<file path="src/rtl/tdm_pkg.sv">
// Shared constants and state encoding for the 4-slot TDM receive path.
package tdm_pkg;
  localparam int NUM_SLOTS = 4;
  localparam int SLOT_W    = 2;

  typedef enum logic {
    HUNT   = 1'b0,
    LOCKED = 1'b1
  } tdm_state_t;
endpackage

</file>
<file path="src/rtl/tdm_demux4_demux1_4.sv">
// Slot select to one-hot write enable; combinational, zero latency, no backpressure.
module demux1_4
  import tdm_pkg::*;
(
  input  logic [SLOT_W-1:0]    sel,
  input  logic                 en,
  output logic [NUM_SLOTS-1:0] onehot
);
  always_comb begin
    onehot = '0;
    if (en) onehot[sel] = 1'b1;
  end
endmodule

</file>
<file path="src/rtl/tdm_demux4.sv">
// 1:4 TDM demultiplexer with frame lock and per-frame snapshot; 1-cycle latency.
// No backpressure: every valid word is consumed in the cycle it arrives.
module tdm_demux4
  import tdm_pkg::*;
#(
  parameter int WIDTH = 4
) (
  input  logic                     clk,
  input  logic                     rst_n,
  input  logic [WIDTH-1:0]         din,
  input  logic                     din_valid,
  input  logic                     sync,
  output logic [4*WIDTH-1:0]       lane,
  output logic [3:0]               lane_valid,
  output logic [4*WIDTH-1:0]       frame,
  output logic                     frame_valid,
  output logic                     locked,
  output logic                     sync_err
);
  tdm_state_t          state_q, state_d;
  logic [SLOT_W-1:0]   cnt_q, cnt_d;
  logic [4*WIDTH-1:0]  lane_q, lane_d;
  logic [4*WIDTH-1:0]  frame_q, frame_d;
  logic [3:0]          lane_valid_q, lane_valid_d;
  logic                frame_valid_q, frame_valid_d;
  logic                sync_err_q, sync_err_d;
  logic                wr_en;
  logic [SLOT_W-1:0]   wr_sel;
  logic [NUM_SLOTS-1:0] wr_we;

  demux1_4 u_demux (
    .sel    (wr_sel),
    .en     (wr_en),
    .onehot (wr_we)
  );

  always_comb begin
    state_d       = state_q;
    cnt_d         = cnt_q;
    frame_d       = frame_q;
    frame_valid_d = 1'b0;
    sync_err_d    = 1'b0;
    wr_en         = 1'b0;
    wr_sel        = '0;
    if (din_valid) begin
      if (state_q == HUNT) begin
        if (sync) begin
          wr_en   = 1'b1;
          cnt_d   = 2'd1;
          state_d = LOCKED;
        end
      end else if (sync) begin
        // Early sync abandons the partial frame and restarts at slot 0.
        sync_err_d = (cnt_q != 2'd0);
        wr_en      = 1'b1;
        cnt_d      = 2'd1;
      end else if (cnt_q != 2'd0) begin
        wr_en  = 1'b1;
        wr_sel = cnt_q;
        cnt_d  = cnt_q + 2'd1;
        if (cnt_q == 2'd3) begin
          frame_d       = {din, lane_q[3*WIDTH-1:0]};
          frame_valid_d = 1'b1;
        end
      end else begin
        sync_err_d = 1'b1;
        state_d    = HUNT;
      end
    end
  end

  always_comb begin
    lane_d = lane_q;
    for (int k = 0; k < NUM_SLOTS; k++) begin
      if (wr_we[k]) lane_d[k*WIDTH +: WIDTH] = din;
    end
    lane_valid_d = wr_we;
  end

  always_ff @(posedge clk or negedge rst_n) begin
    if (!rst_n) begin
      state_q       <= HUNT;
      cnt_q         <= '0;
      lane_q        <= '0;
      frame_q       <= '0;
      lane_valid_q  <= '0;
      frame_valid_q <= 1'b0;
      sync_err_q    <= 1'b0;
    end else begin
      state_q       <= state_d;
      cnt_q         <= cnt_d;
      lane_q        <= lane_d;
      frame_q       <= frame_d;
      lane_valid_q  <= lane_valid_d;
      frame_valid_q <= frame_valid_d;
      sync_err_q    <= sync_err_d;
    end
  end

  assign lane        = lane_q;
  assign lane_valid  = lane_valid_q;
  assign frame       = frame_q;
  assign frame_valid = frame_valid_q;
  assign sync_err    = sync_err_q;
  assign locked      = (state_q == LOCKED);
endmodule
</file>
<file path="config.mk">
export PLATFORM = sky130hd
export DESIGN_NAME = tdm_demux4
export DESIGN_NICKNAME = d
export VERILOG_FILES = /design/src/rtl/tdm_pkg.sv /design/src/rtl/tdm_demux4_demux1_4.sv /design/src/rtl/tdm_demux4.sv
export SDC_FILE = /design/constraint.sdc
export NUM_CORES = 1
export LEC_CHECK = 0
export ABC_AREA = 1
export BUFFER_PORTS_ARGS = -buffer_cell sky130_fd_sc_hd__buf_2
export CAP_MARGIN = 0
export CORE_MARGIN = 2
export CORE_UTILIZATION = 51
export CTS_CLUSTER_SIZE = 14
export DETAILED_ROUTE_END_ITERATION = 8
export PLACE_DENSITY = 0.78
export SETUP_SLACK_MARGIN = 0.05
export SLEW_MARGIN = 20
export SYNTH_ARGS = -nofsm -noshare
export SYNTH_HDL_FRONTEND = slang
export SYNTH_SLANG_ARGS = --single-unit
</file>
<file path="constraint.sdc">
create_clock -name clk -period 4.9 [get_ports clk]
set_input_delay 0.98 -clock clk [delete_from_list [all_inputs] [get_ports clk]]
set_output_delay 0.98 -clock clk [all_outputs]
set_load 0.02 [all_outputs]
</file>
After elaboration in Yosys (flattened, before gate mapping)
Index checks and enable logic that the tools add are counted.
{"block": "classes", "n_addsub": 1, "multipliers": 0, "div_mod_pow": 0, "order_cmp": 2, "eq_ne": 1, "shifts": 0, "mux": 25, "bitwise": 1, "reduce_logical": 6}
{"op": "two-way mux 2 bit", "n": 8}
{"op": "two-way mux 1 bit", "n": 15}
{"op": "nonzero test 2 bit", "n": 3}
{"op": "AND reduction 5 bit", "n": 1}
{"op": "two-way mux 4 bit", "n": 1}
{"op": "< comparator 2 x 3 -> 1 bit (second input constant)", "n": 1}
{"op": "AND reduction 3 bit", "n": 1}
{"op": "adder 2 x 1 -> 2 bit (second input constant)", "n": 1}
{"op": "demux 1 bit (select 2 bit)", "n": 1}
{"op": "equality test 2 bit (second input constant)", "n": 1}
{"op": ">= comparator 2 x 1 -> 1 bit (second input constant)", "n": 1}
{"op": "logical AND 1 bit", "n": 1}
{"op": "inverter 1 bit", "n": 1}
{"block": "word_totals", "regBits": 41, "latch_bits": 0, "mem_bits_rw": 0, "rom_bits": 0, "inputBits": 8, "output_inout_bits": 39, "elab_cells": 46, "mem_count": 0}

Longest topological paths before layout
{"block": "depth", "ltp_word": 10, "mapped_depth": 11, "mapped_depth_nobuf": 9}

Cells and area by module
From an unflattened synthesis, not the netlist that was laid out.
{"block": "hier_totals", "cells_unflattened": 154, "hier_area_um2": 1685.4}
{"mod": "tdm_demux4", "n_inst": 1, "cells_per_inst": 146, "area_each_um2": 1655.3}
{"mod": "demux1_4", "n_inst": 1, "cells_per_inst": 8, "area_each_um2": 30.0}

Worst setup path before layout
Ideal clock, no wire load.
{"block": "synth_timing", "path_type": "input port to flip-flop", "from": "input port sync", "to": "register lane_q[0] (netlist: lane[0])", "arrival_ns": 1.847, "setup_slack_ns": 2.936, "stages": 9, "n_path_buf": 1, "cell_sequence": "inv_1 ha_1 nand2_1 nand2_1 nor2_1 buf_4 nand2_1 nand2_1 nand2_1"}
{"block": "synth_via", "elab_chain_cells": 8, "word_cells_on_any_way": 13}
{"element": "start, declared", "line_no": "tdm_demux4.sv:12", "text": "input logic sync,"}
{"element": "two-way mux 2 bit", "line_no": "tdm_demux4.sv:52", "text": "end else if (sync) begin"}
{"element": "two-way mux 2 bit", "line_no": "tdm_demux4.sv:46", "text": "if (state_q == HUNT) begin"}
{"element": "two-way mux 2 bit", "line_no": "tdm_demux4.sv:45", "text": "if (din_valid) begin"}
{"element": "< comparator 2 x 3 -> 1 bit (not written as such) / >= comparator 2 x 1 -> 1 bit (equally long branches)", "line_no": "tdm_demux4_demux1_4.sv:11", "text": "if (en) onehot[sel] = 1'b1;"}
{"element": "logical AND 1 bit (not written as such)", "line_no": "tdm_demux4_demux1_4.sv:11"}
{"element": "two-way mux 1 bit (not written as such)", "line_no": "tdm_demux4_demux1_4.sv:11"}
{"element": "demux 1 bit (select 2 bit)"}
{"element": "two-way mux 4 bit *", "line_no": "tdm_demux4_demux1_4.sv:11"}
{"element": "end signal, assigned", "line_no": "tdm_demux4.sv:92", "text": "lane_q <= lane_d;"}
{"element": "end, declared", "line_no": "tdm_demux4.sv:22", "text": "logic [4*WIDTH-1:0] lane_q, lane_d;"}
Every way passes the cells marked *; elsewhere a longest branch is shown, timed or not.
A chain may end at the register's enable or synchronous reset.

Worst setup path in the final report
{"block": "layout_timing", "from": "register cnt_q[1]", "to": "register lane_q[9] (netlist: lane[9])"}
{"block": "layout_via", "elab_chain_cells": 10, "word_cells_on_any_way": 15}
{"element": "start, declared", "line_no": "tdm_demux4.sv:21", "text": "logic [SLOT_W-1:0] cnt_q, cnt_d;"}
{"element": "start signal, assigned", "line_no": "tdm_demux4.sv:91", "text": "cnt_q <= cnt_d;"}
{"element": "nonzero test 2 bit", "line_no": "tdm_demux4.sv:57", "text": "end else if (cnt_q != 2'd0) begin"}
{"element": "two-way mux 2 bit", "line_no": "tdm_demux4.sv:57"}
{"element": "two-way mux 2 bit", "line_no": "tdm_demux4.sv:52"}
{"element": "two-way mux 2 bit", "line_no": "tdm_demux4.sv:46"}
{"element": "two-way mux 2 bit", "line_no": "tdm_demux4.sv:45"}
{"element": "< comparator 2 x 3 -> 1 bit (not written as such) / >= comparator 2 x 1 -> 1 bit (equally long branches)", "line_no": "tdm_demux4_demux1_4.sv:11"}
{"element": "logical AND 1 bit (not written as such)", "line_no": "tdm_demux4_demux1_4.sv:11"}
{"element": "two-way mux 1 bit (not written as such)", "line_no": "tdm_demux4_demux1_4.sv:11"}
{"element": "demux 1 bit (select 2 bit)"}
{"element": "two-way mux 4 bit *", "line_no": "tdm_demux4_demux1_4.sv:11"}
Marked as above.

==> impl_metrics.csv <==
group,metric,value,unit
status,status,"finished clean",
global_route,grt_antenna_before_repair,0,
drt,ant_nets,0,
floorplan,dieHeight,62.2,um
min_path,min_from,"frame[13]$_DFFE_PN0P_",
sta,slew_headroom,42.6,%
sta,period_needed,2.13,ns
min_path,hold_end,"frame[13]$_DFFE_PN0P_",
worst_setup_path,path_max_fanout,20,
min_path,hold_depth,2,
clock_network,clock_path_buffers,2,
synth,syn-num-nets,197,
worst_setup_path,ff2ff_setup_slack,2.77,ns
run,max-cap-violations,0,
sta,setup_viol,0,
clock_network,clock_latency,0.34,ns
clock_network,cts_setup_buffers,0,
sta,rsz0062_at_grt,"false",
global_route,grt_max_degree,42,
placed_design,dp_cells,273,
drt,wire_per_inst,12.4,um
clock_network,clk_pin_slew,0.12,ns
synth,synth_area_per_cell,9.30,um^2
min_path,hold_path_class,"reg -> reg",
worst_setup_path,end_kind,"register",
sta,worstMarginPinSlew,0.861,ns
synth,synth-seq-cells,41,
power_and_ir_drop,power.leakage,1.24,nW
floorplan,initial_core_util,52.6,%
layout,final_cells,281,
drt,firstDrtPassIters,4,
clock_network,clkSinkCount,41,
placed_design,port_buffers,46,
worst_setup_path,reg2reg_depth,10,
worst_setup_path,r2r-end,"lane[9]$_DFFE_PN0P_",
sta,slew_violations,0,
synth,synth_cell_types,21,
layout,fin_nets,245,
worst_setup_path,arrival,2.35,ns
worst_setup_path,worstPathRequired,5.13,ns
worst_setup_path,reg2reg_from,"cnt_q[1]$_DFFE_PN0P_",
placed_design,hpwlAfterDp,2.50,mm
clock_network,cts_tree,"yes",
sta,fmax,471,MHz
global_route,grt_util_all_layers,20.2,%
sta,clock_skew,0.0127,ns
global_route,grt_pass1_vias,1315,
drt,via_per_inst,4.99,
drt,drcViolationCount,0,
drt,via_count,1402,
synth,netlist_area,0.00173,mm^2
worst_setup_path,crit_type,"reg -> reg",
clock_network,htree_levels,2,
floorplan,pin_count,47,
layout,layout_common_cells,"73 x nand2_1, 46 x buf_2, 41 x dfrtp_1",
layout,drive_gt1_share,27.2,%
sta,setup_tns,0,ns
synth,ys.warnings.count,0,
layout,fin_util,63.1,%
clock_network,numCtsBuffers,5,
layout,area_growth_syn_to_layout,19.9,%
clock_network,cts.repair.resized,0,
synth,syn-instance-count,186,
floorplan,fp.dieArea,0.00387,mm^2
clock_network,root_buffer,"clkbuf_4",
synth,ys_seq_area_share,59.3,%
floorplan,rows,21,
placed_design,place_congestion,0.852,
global_route,grt_pass1_wl,6.15,mm
drt,wirelength,3.50,mm
power_and_ir_drop,power.density,525,mW/mm^2
worst_setup_path,cp-start-kind,"register",
sta,fin_hold_ws,0.478,ns
floorplan,core-area,0.00328,mm^2
layout,diodes,0,
global_route,gr-total-overflow,0,
drt,drtIter0Drc,46,
clock_network,cts-hold-fix-buffers,0,
sta,hold_viol,0,
power_and_ir_drop,ir_drop,0.224,mV
floorplan,die_x,62.2,um
layout,layout_commonest_cell,"nand2_1",
sta,min_period_over_period,43.4,%
==> critical path, stage by stage, from the launching register on <==
cell and delay, ns:
dfrtp_1 0.54, inv_1 0.20, ha_1 0.27, ha_1 0.21, nand2_1 0.08, nand2_1 0.07
nor2_1 0.09, buf_4 0.24, nand3_2 0.15, nand2_1 0.10, nand2_1 0.06
==> metrics by stage <==
| step | setup WS, ns | instance area [um^2] | total power, mW |
|---|---|---|---|
| 3_3_place_gp | 2.71 | 1980 | 0.860 |
| 6_report | 2.77 | 2070 | 1.09 |
| 5_1_grt | 2.58 | 2070 | 1.16 |
| 4_1_cts | 2.79 | 2070 | 1.10 |
| 2_1_floorplan | 2.94 | 1730 | 0.737 |
| 3_5_place_dp | 2.62 | 1980 | 0.872 |
==> logic make-up after synthesis <==
group | share of synthesized area [%]
AO/OA/AOI/OAI | 1.38
buffers and inverters | 4.49
AND/OR/NAND/NOR | 32.6
adder cells (fa/ha/maj) | 2.17
flip-flops | 59.3
==> cell type report <==
class / instances / area, um^2
Timing Repair Buffer: 47 / 238
Multi-Input combinational cell: 129 / 626
Sequential cell: 41 / 1030
Inverter: 10 / 37.5
Clock buffer: 6 / 51.3
Fill cell: 285 / 1210
Tap cell: 46 / 57.6
Clock inverter: 2 / 37.5
==> synthesized netlist by cell type <==
cell type	count	share of area, %
dfrtp_1	41	59
nand2_1	73	16
nor2_4	2	1.3
o21ai_0	2	0.58
nand4_1	12	4.3
nand3_2	3	1.7
inv_2	1	0.22
nor3_1	1	0.29
buf_2	2	0.58
nor2_2	1	0.36
o211ai_1	1	0.43
buf_4	2	0.87
inv_1	9	2.0
nand2_4	1	0.65
ha_1	3	2.2
clkbuf_1	1	0.22
buf_6	1	0.65
nand3_1	23	6.7
nand2_2	1	0.36
nor2_1	5	1.1
o22ai_1	1	0.36
==> power breakdown <==
group	total (mW)	leakage [nW]	switching [mW]	internal, mW
logic	0.370	0.643	0.259	0.111
clock network	0.226	0.0445	0.105	0.121
registers	0.492	0.551	0.0670	0.425
total	1.09	1.24	0.431	0.658
==> layer usage <==
layer	part of all wire (%)	track usage (%)	wire length (um)	vias up
met3	4.0	4.53	140	4
li1	-	-	-	707
met4	1.0	7.50	36	0
met5	0	0	0	-
met1	46	27.2	1610	651
met2	49	32.5	1710	40
==> worst max path at each step <==
stage	startpoint	to	cells past startpoint
floorplan	sync	lane[0]$_DFFE_PN0P_	9
global placement	sync	lane[1]$_DFFE_PN0P_	10
detailed placement	sync	lane[1]$_DFFE_PN0P_	10
CTS	cnt_q[1]$_DFFE_PN0P_	lane[12]$_DFFE_PN0P_	8
global route	cnt_q[1]$_DFFE_PN0P_	lane[9]$_DFFE_PN0P_	10
finish	cnt_q[1]$_DFFE_PN0P_	lane[9]$_DFFE_PN0P_	10
==> state kept, by name, summed over array words and instances (netlist names) <==
register	count
cnt_q	2
frame_valid	1
sync_err	1
lane_valid	4
lane	16
locked	1
frame	16
No activity file was read; power rests on OpenSTA's default activity.
